===== config.mk =====
export PLATFORM = sky130hd
export DESIGN_NAME = pipeline_hazard_ctrl
export DESIGN_NICKNAME = d
export VERILOG_FILES = /design/src/rtl/pipeline_hazard_ctrl.sv
export SDC_FILE = /design/constraint.sdc
export NUM_CORES = 1
export LEC_CHECK = 0
export BUFFER_PORTS_ARGS = -buffer_cell sky130_fd_sc_hd__buf_4
export CAP_MARGIN = 25
export CORE_UTILIZATION = 50
export CTS_BUF_LIST = sky130_fd_sc_hd__clkbuf_16
export DETAILED_ROUTE_END_ITERATION = 8
export PLACE_DENSITY = 0.81
export SYNTH_ARGS = -nofsm -noshare
export SYNTH_HDL_FRONTEND = slang
export SYNTH_SLANG_ARGS = --single-unit

===== constraint.sdc =====
create_clock -name clk -period 4.12 [get_ports clk]
set_clock_uncertainty 0.05 [all_clocks]
set_input_delay 0.824 -clock clk [delete_from_list [all_inputs] [get_ports clk]]
set_output_delay 0.824 -clock clk [all_outputs]
set_load 0.02 [all_outputs]

===== src/rtl/pipeline_hazard_ctrl.sv =====
// Hazard controller for a 5-stage in-order pipeline: load-use stalls, branch/jump flushes, memory-wait freeze, halt.
// Latency: all enables/flushes are combinational (Mealy) from the current inputs and state; counters update on the next edge.
// Backpressure: a memory access freezes every stage for MEM_WAIT_CYC cycles; halt_req freezes until released.
//
// Ports:
//   clk, arst_n                    clock, asynchronous active-low reset
//   id_rs1, id_rs2, id_uses_rs2    source operands of the instruction in IF/ID
//   ex_memread, ex_rd              load flag and destination held in ID/EX
//   mem_branch/zero/jump           control-transfer flags held in EX/MEM
//   mem_memread, mem_memwrite      data-memory access flags held in EX/MEM
//   halt_req                       level request to halt the pipeline
//   *_en, *_flush, pc_redirect     pipeline register controls
//   state                          RUN=0, WAIT=1, HALT=2
//   stall_cnt, flush_cnt           saturating performance counters
module pipeline_hazard_ctrl #(
    parameter int MEM_WAIT_CYC = 2
) (
    input  logic        clk,
    input  logic        arst_n,
    input  logic [4:0]  id_rs1,
    input  logic [4:0]  id_rs2,
    input  logic        id_uses_rs2,
    input  logic        ex_memread,
    input  logic [4:0]  ex_rd,
    input  logic        mem_branch,
    input  logic        mem_zero,
    input  logic        mem_jump,
    input  logic        mem_memread,
    input  logic        mem_memwrite,
    input  logic        halt_req,
    output logic        pc_en,
    output logic        if_id_en,
    output logic        id_ex_en,
    output logic        ex_mem_en,
    output logic        mem_wb_en,
    output logic        if_id_flush,
    output logic        id_ex_flush,
    output logic        ex_mem_flush,
    output logic        pc_redirect,
    output logic [1:0]  state,
    output logic [31:0] stall_cnt,
    output logic [31:0] flush_cnt
);

    // Counter only has to hold MEM_WAIT_CYC-1.
    localparam int CW = (MEM_WAIT_CYC > 2) ? $clog2(MEM_WAIT_CYC) : 1;
    localparam logic [CW-1:0] WAIT_LOAD = (MEM_WAIT_CYC > 0) ? CW'(MEM_WAIT_CYC - 1) : '0;
    localparam bit HAS_WAIT = (MEM_WAIT_CYC != 0);

    typedef enum logic [1:0] {
        ST_RUN  = 2'd0,
        ST_WAIT = 2'd1,
        ST_HALT = 2'd2
    } state_t;

    state_t        cur_st, nxt_st;
    logic [CW-1:0] cyc_cnt, cyc_cnt_nxt;

    logic taken, lu, macc;
    logic pc_en_c, if_id_en_c, id_ex_en_c, ex_mem_en_c, mem_wb_en_c;
    logic if_id_flush_c, id_ex_flush_c, ex_mem_flush_c, pc_redirect_c;
    logic stall_inc, flush_inc;

    assign taken = (mem_branch & mem_zero) | mem_jump;
    assign lu    = ex_memread & (ex_rd != 5'd0) &
                   ((ex_rd == id_rs1) | (id_uses_rs2 & (ex_rd == id_rs2)));
    assign macc  = (mem_memread | mem_memwrite) & HAS_WAIT;

    always_comb begin
        pc_en_c        = 1'b1;
        if_id_en_c     = 1'b1;
        id_ex_en_c     = 1'b1;
        ex_mem_en_c    = 1'b1;
        mem_wb_en_c    = 1'b1;
        if_id_flush_c  = 1'b0;
        id_ex_flush_c  = 1'b0;
        ex_mem_flush_c = 1'b0;
        pc_redirect_c  = 1'b0;
        nxt_st         = cur_st;
        cyc_cnt_nxt    = cyc_cnt;
        flush_inc      = 1'b0;

        unique case (cur_st)
            ST_HALT: begin
                if (halt_req) begin
                    {pc_en_c, if_id_en_c, id_ex_en_c, ex_mem_en_c, mem_wb_en_c} = '0;
                end else begin
                    nxt_st = ST_RUN;
                end
            end
            default: begin
                if (cur_st == ST_WAIT && cyc_cnt != '0) begin
                    {pc_en_c, if_id_en_c, id_ex_en_c, ex_mem_en_c, mem_wb_en_c} = '0;
                    cyc_cnt_nxt = cyc_cnt - CW'(1);
                end else begin
                    // RUN, or the WAIT release cycle (which ignores macc and halt_req).
                    nxt_st = ST_RUN;
                    if (taken) begin
                        // A taken transfer squashes the load-use victim anyway, so no stall.
                        if_id_flush_c  = 1'b1;
                        id_ex_flush_c  = 1'b1;
                        ex_mem_flush_c = 1'b1;
                        pc_redirect_c  = 1'b1;
                        flush_inc      = 1'b1;
                    end else if (cur_st == ST_RUN && macc) begin
                        {pc_en_c, if_id_en_c, id_ex_en_c, ex_mem_en_c, mem_wb_en_c} = '0;
                        cyc_cnt_nxt = WAIT_LOAD;
                        nxt_st      = ST_WAIT;
                    end else if (cur_st == ST_RUN && halt_req) begin
                        {pc_en_c, if_id_en_c, id_ex_en_c, ex_mem_en_c, mem_wb_en_c} = '0;
                        nxt_st = ST_HALT;
                    end else if (lu) begin
                        pc_en_c       = 1'b0;
                        if_id_en_c    = 1'b0;
                        id_ex_flush_c = 1'b1;
                    end
                end
            end
        endcase

        // The cycle that enters HALT is attributed to the halt, not counted as a stall.
        stall_inc = ~pc_en_c & (cur_st != ST_HALT) & (nxt_st != ST_HALT);
    end

    always_ff @(posedge clk or negedge arst_n) begin
        if (!arst_n) begin
            cur_st    <= ST_RUN;
            cyc_cnt   <= '0;
            stall_cnt <= '0;
            flush_cnt <= '0;
        end else begin
            cur_st  <= nxt_st;
            cyc_cnt <= cyc_cnt_nxt;
            if (stall_inc && stall_cnt != 32'hFFFF_FFFF) begin
                stall_cnt <= stall_cnt + 32'd1;
            end
            if (flush_inc && flush_cnt != 32'hFFFF_FFFF) begin
                flush_cnt <= flush_cnt + 32'd1;
            end
        end
    end

    // Reset forces every control low without waiting for a clock edge.
    assign pc_en        = arst_n & pc_en_c;
    assign if_id_en     = arst_n & if_id_en_c;
    assign id_ex_en     = arst_n & id_ex_en_c;
    assign ex_mem_en    = arst_n & ex_mem_en_c;
    assign mem_wb_en    = arst_n & mem_wb_en_c;
    assign if_id_flush  = arst_n & if_id_flush_c;
    assign id_ex_flush  = arst_n & id_ex_flush_c;
    assign ex_mem_flush = arst_n & ex_mem_flush_c;
    assign pc_redirect  = arst_n & pc_redirect_c;
    assign state        = cur_st;

endmodule


==> run metrics <==
sequential share of power=38.7%; critical path cell sequence=buf_4 > xor2_1 > nor4_1 > a32oi_1 > nor2_1 > o31ai_1 > a21oi_1 > buf_4; number of max-cap violations=0; die area=7376 um^2; DRC viols=0; most common cell in the netlist=dfrtp_1; First-pass DRT Iterations=4; final setup fails=0; Synth Instances=around 350; post-DP HPWL=5756 um; CP peak stage delay=approximately 0.35 ns; initial core utilization=between 50% and 60%; Final Instance Count excl. Fillers=550; CP Max Fanout=3; headroom to the max-slew limit=around 48%; area grow syn2layout=32.61%; Final Max Tran Viols=0; met3 wire len=roughly 400 um; met2 WL=about 4100 um; Logic pwr share=roughly a quarter; Avg Inst Size Synth=~10 um^2; prevailing post-synth register cell=dfrtp_1; Max Fclk=0.3136 GHz; Setup Total Neg Slack=0 ns; design area=~4700 um^2; Startpoint Class=primary input; Worst Setup End Kind=primary output; wl on met1=between 3000 and 4000 um; Max Used Layer=met4; Clock power frac=between 30% and 40%; Multi-input gate area=~1700 um^2; CTS resizes=0; CP top delay family=simple AND/OR/NAND/NOR gates; initial antenna violation count=0; critical path arrival=about 2.3 ns; vias in the first global route=2,940; Yosys reg bits=67; RSZ-0062 raised after global routing=false; clock tree sinks=67; routed vias/inst=between 5 and 6; post-layout min period=roughly 3.2 ns; DR vias=about 3,000; Power Total=~0.0022 W; fin crit share=77.39%; root buffer cell=clkbuf_16; Least-Margin Pin Slew=around 0.78 ns; Synthesized Nets=roughly 370; Worst EP required=3.25 ns; share of layout cells above drive strength 1=between 20% and 30%; Die W=around 86 um; Min-Delay Path Class=in -> async; DP Area=about 4300 um^2; Leak=~2.2 nW; Routed Antenna Nets=0; initial drt markers=about 80; post-CTS setup buffer count=0; Seq. cell area=approximately 1700 um^2; sequential share of the synthesized area=approximately 48%; Worst VDD drop=286.5 uV; Final Hold Viols=0; Setup Crit Path Kind=in -> out; GRT overflow=0; status=completed; Synth async-reset ratio=100.0%; IO Port Bufs=99; Net Sw Frac=between 30% and 40%; placer's final routability congestion estimate=0.7976; RR Endpoint=flush_cnt[12]; FF-to-FF Start=flush_cnt[0]; Synth top cells by count=dfrtp_1 (67), xnor2_1 (36), xor2_1 (32); antenna cells=0; Global Route Usage Sum=23.43%; CORE AREA=~6800 um^2; NumNets Final=roughly 480; Yosys top cell by area=dfrtp_1; CTS Buffer Depth=2; layout filler cell count=507; worst path bufs/invs=2; global-route wire length before repair=between 10,000 and 15,000 um; Hold Buf Count CTS=0; slowest CP cell=nor4_1; Yosys top cell area share=between 40% and 50%; synth top area cells=dfrtp_1 (48%), xnor2_1 (9.0%), xor2_1 (8.0%), nand3_1 (4.1%), nand4_1 (3.4%); Sw Pwr=0.0006873 W; Critical Path Stages=8; Routed WL per cell=roughly 15 um; CTS tree=built; # rows=30; largest net degree at the start of global routing=65; Clock transition at path regs=approximately 0.05 ns; Die H=about 86 um; # IOs=100; setup slack, reg-to-reg=around 1.6 ns; R2R depth=7; wirelength, routed=8170 um; cell mode on critical path=buf_4; Synth cell types=48; Post-synth EDFFs=0; pre-CTS WS=between 1 and 1.5 ns; Pint=between 0.001 and 0.0015 W; Worst-Skew Late Latency=approximately 0.33 ns; placed insts=about 530; H-tree depth=3; TritonCTS Buffers=9; Cell Area, Synth=3518 um^2; Worst Setup Slack, final=roughly 0.93 ns; Power Dens Cells=~470 nW/um^2; number of synthesis warnings=0
-- layout make-up --
type	instances	share of cell area, %
Clock buffer	9	4.827
Clock inverter	7	1.958
Inverter	10	0.8045
Multi-Input combinational cell	258	37.33
Sequential cell	67	35.93
Tap cell	96	2.574
Timing Repair Buffer	103	16.57
-- power by group through the flow --
stage          logic [W]  clock network [W]  registers (W)
2_1_floorplan   0.000246                  0       0.000907
3_3_place_gp    0.000509                  0       0.000846
5_1_grt         0.000569           0.000849       0.000856
3_5_place_dp    0.000524                  0       0.000850
6_report        0.000525           0.000815       0.000844
4_1_cts         0.000531           0.000824       0.000842
-- worst reg2reg max path: stages (launching register included) --
cell,delay (ns)
dfrtp_1,0.46
ha_1,0.21
nand3_1,0.14
or4_4,0.44
nor3_1,0.60
or3_1,0.31
nor2_1,0.09
xor2_1,0.15
-- through the flow --
| stage | hold slack, ns | util, % |
|---|---|---|
| after detailed placement | 0.4338 | 64.01 |
| after global placement | 0.4277 | 64.01 |
| after CTS | 0.2362 | 68.67 |
| final | 0.2415 | 68.67 |
| after global routing | 0.2442 | 68.67 |
| after floorplan | 0.4629 | - |
-- cell families after synthesis --
| kind of cell | after synthesis | share of synthesized area, % |
|---|---|---|
| flops | 67 | 47.65 |
| mux | 3 | 0.9601 |
| simple gates | 163 | 26.99 |
| xor+xnor | 68 | 16.93 |
| fa+ha+maj | 2 | 0.7111 |
| compound gates | 22 | 3.805 |
| buf+inv | 22 | 2.952 |
-- sequential cells by signal (all words and copies together) (netlist names) --
register   cells
state          2
cyc_cnt        1
flush_cnt     32
stall_cnt     32
-- worst max-delay path by stage --
stage,startpoint,to,slack [ns]
6_report,ex_rd[3],id_ex_flush,0.93
4_1_cts,ex_rd[3],id_ex_flush,0.93
3_3_place_gp,ex_rd[3],id_ex_flush,1.09
2_1_floorplan,ex_rd[1],pc_en,0.97
5_1_grt,ex_rd[3],id_ex_flush,0.73
3_5_place_dp,ex_rd[3],id_ex_flush,1.06
-- routing by layer --
metal | track usage (%) | vias to the layer above
li1 | - | 1417
met1 | 28.55 | 1489
met2 | 39.83 | 83
met3 | 5.197 | 17
met4 | 10.45 | 0
met5 | 0 | -
-- cell usage in the layout, fill, tap and decap left out, types with 2 or more instances in the layout --
cell type / netlist / final
ha_1: 2 / 2
xnor2_1: 36 / 36
o21a_1: 2 / 2
nand4_1: 19 / 19
and3_1: 16 / 16
a21oi_1: 11 / 11
nor4b_1: 4 / 4
xor2_1: 32 / 32
or4_4: 2 / 2
nor3_1: 6 / 6
o21ai_0: 2 / 2
inv_1: 10 / 10
nor2_1: 29 / 29
nand3b_1: 3 / 3
bufinv_16: 0 / 2
nand3_1: 29 / 29
clkbuf_16: 0 / 9
buf_4: 5 / 103
or3_1: 3 / 3
clkinv_2: 0 / 2
and4_1: 5 / 5
nor4_1: 3 / 3
mux2_2: 3 / 3
nand2_1: 23 / 23
nor3b_1: 5 / 5
dfrtp_1: 67 / 67
No activity file was read; power rests on OpenSTA's default activity.
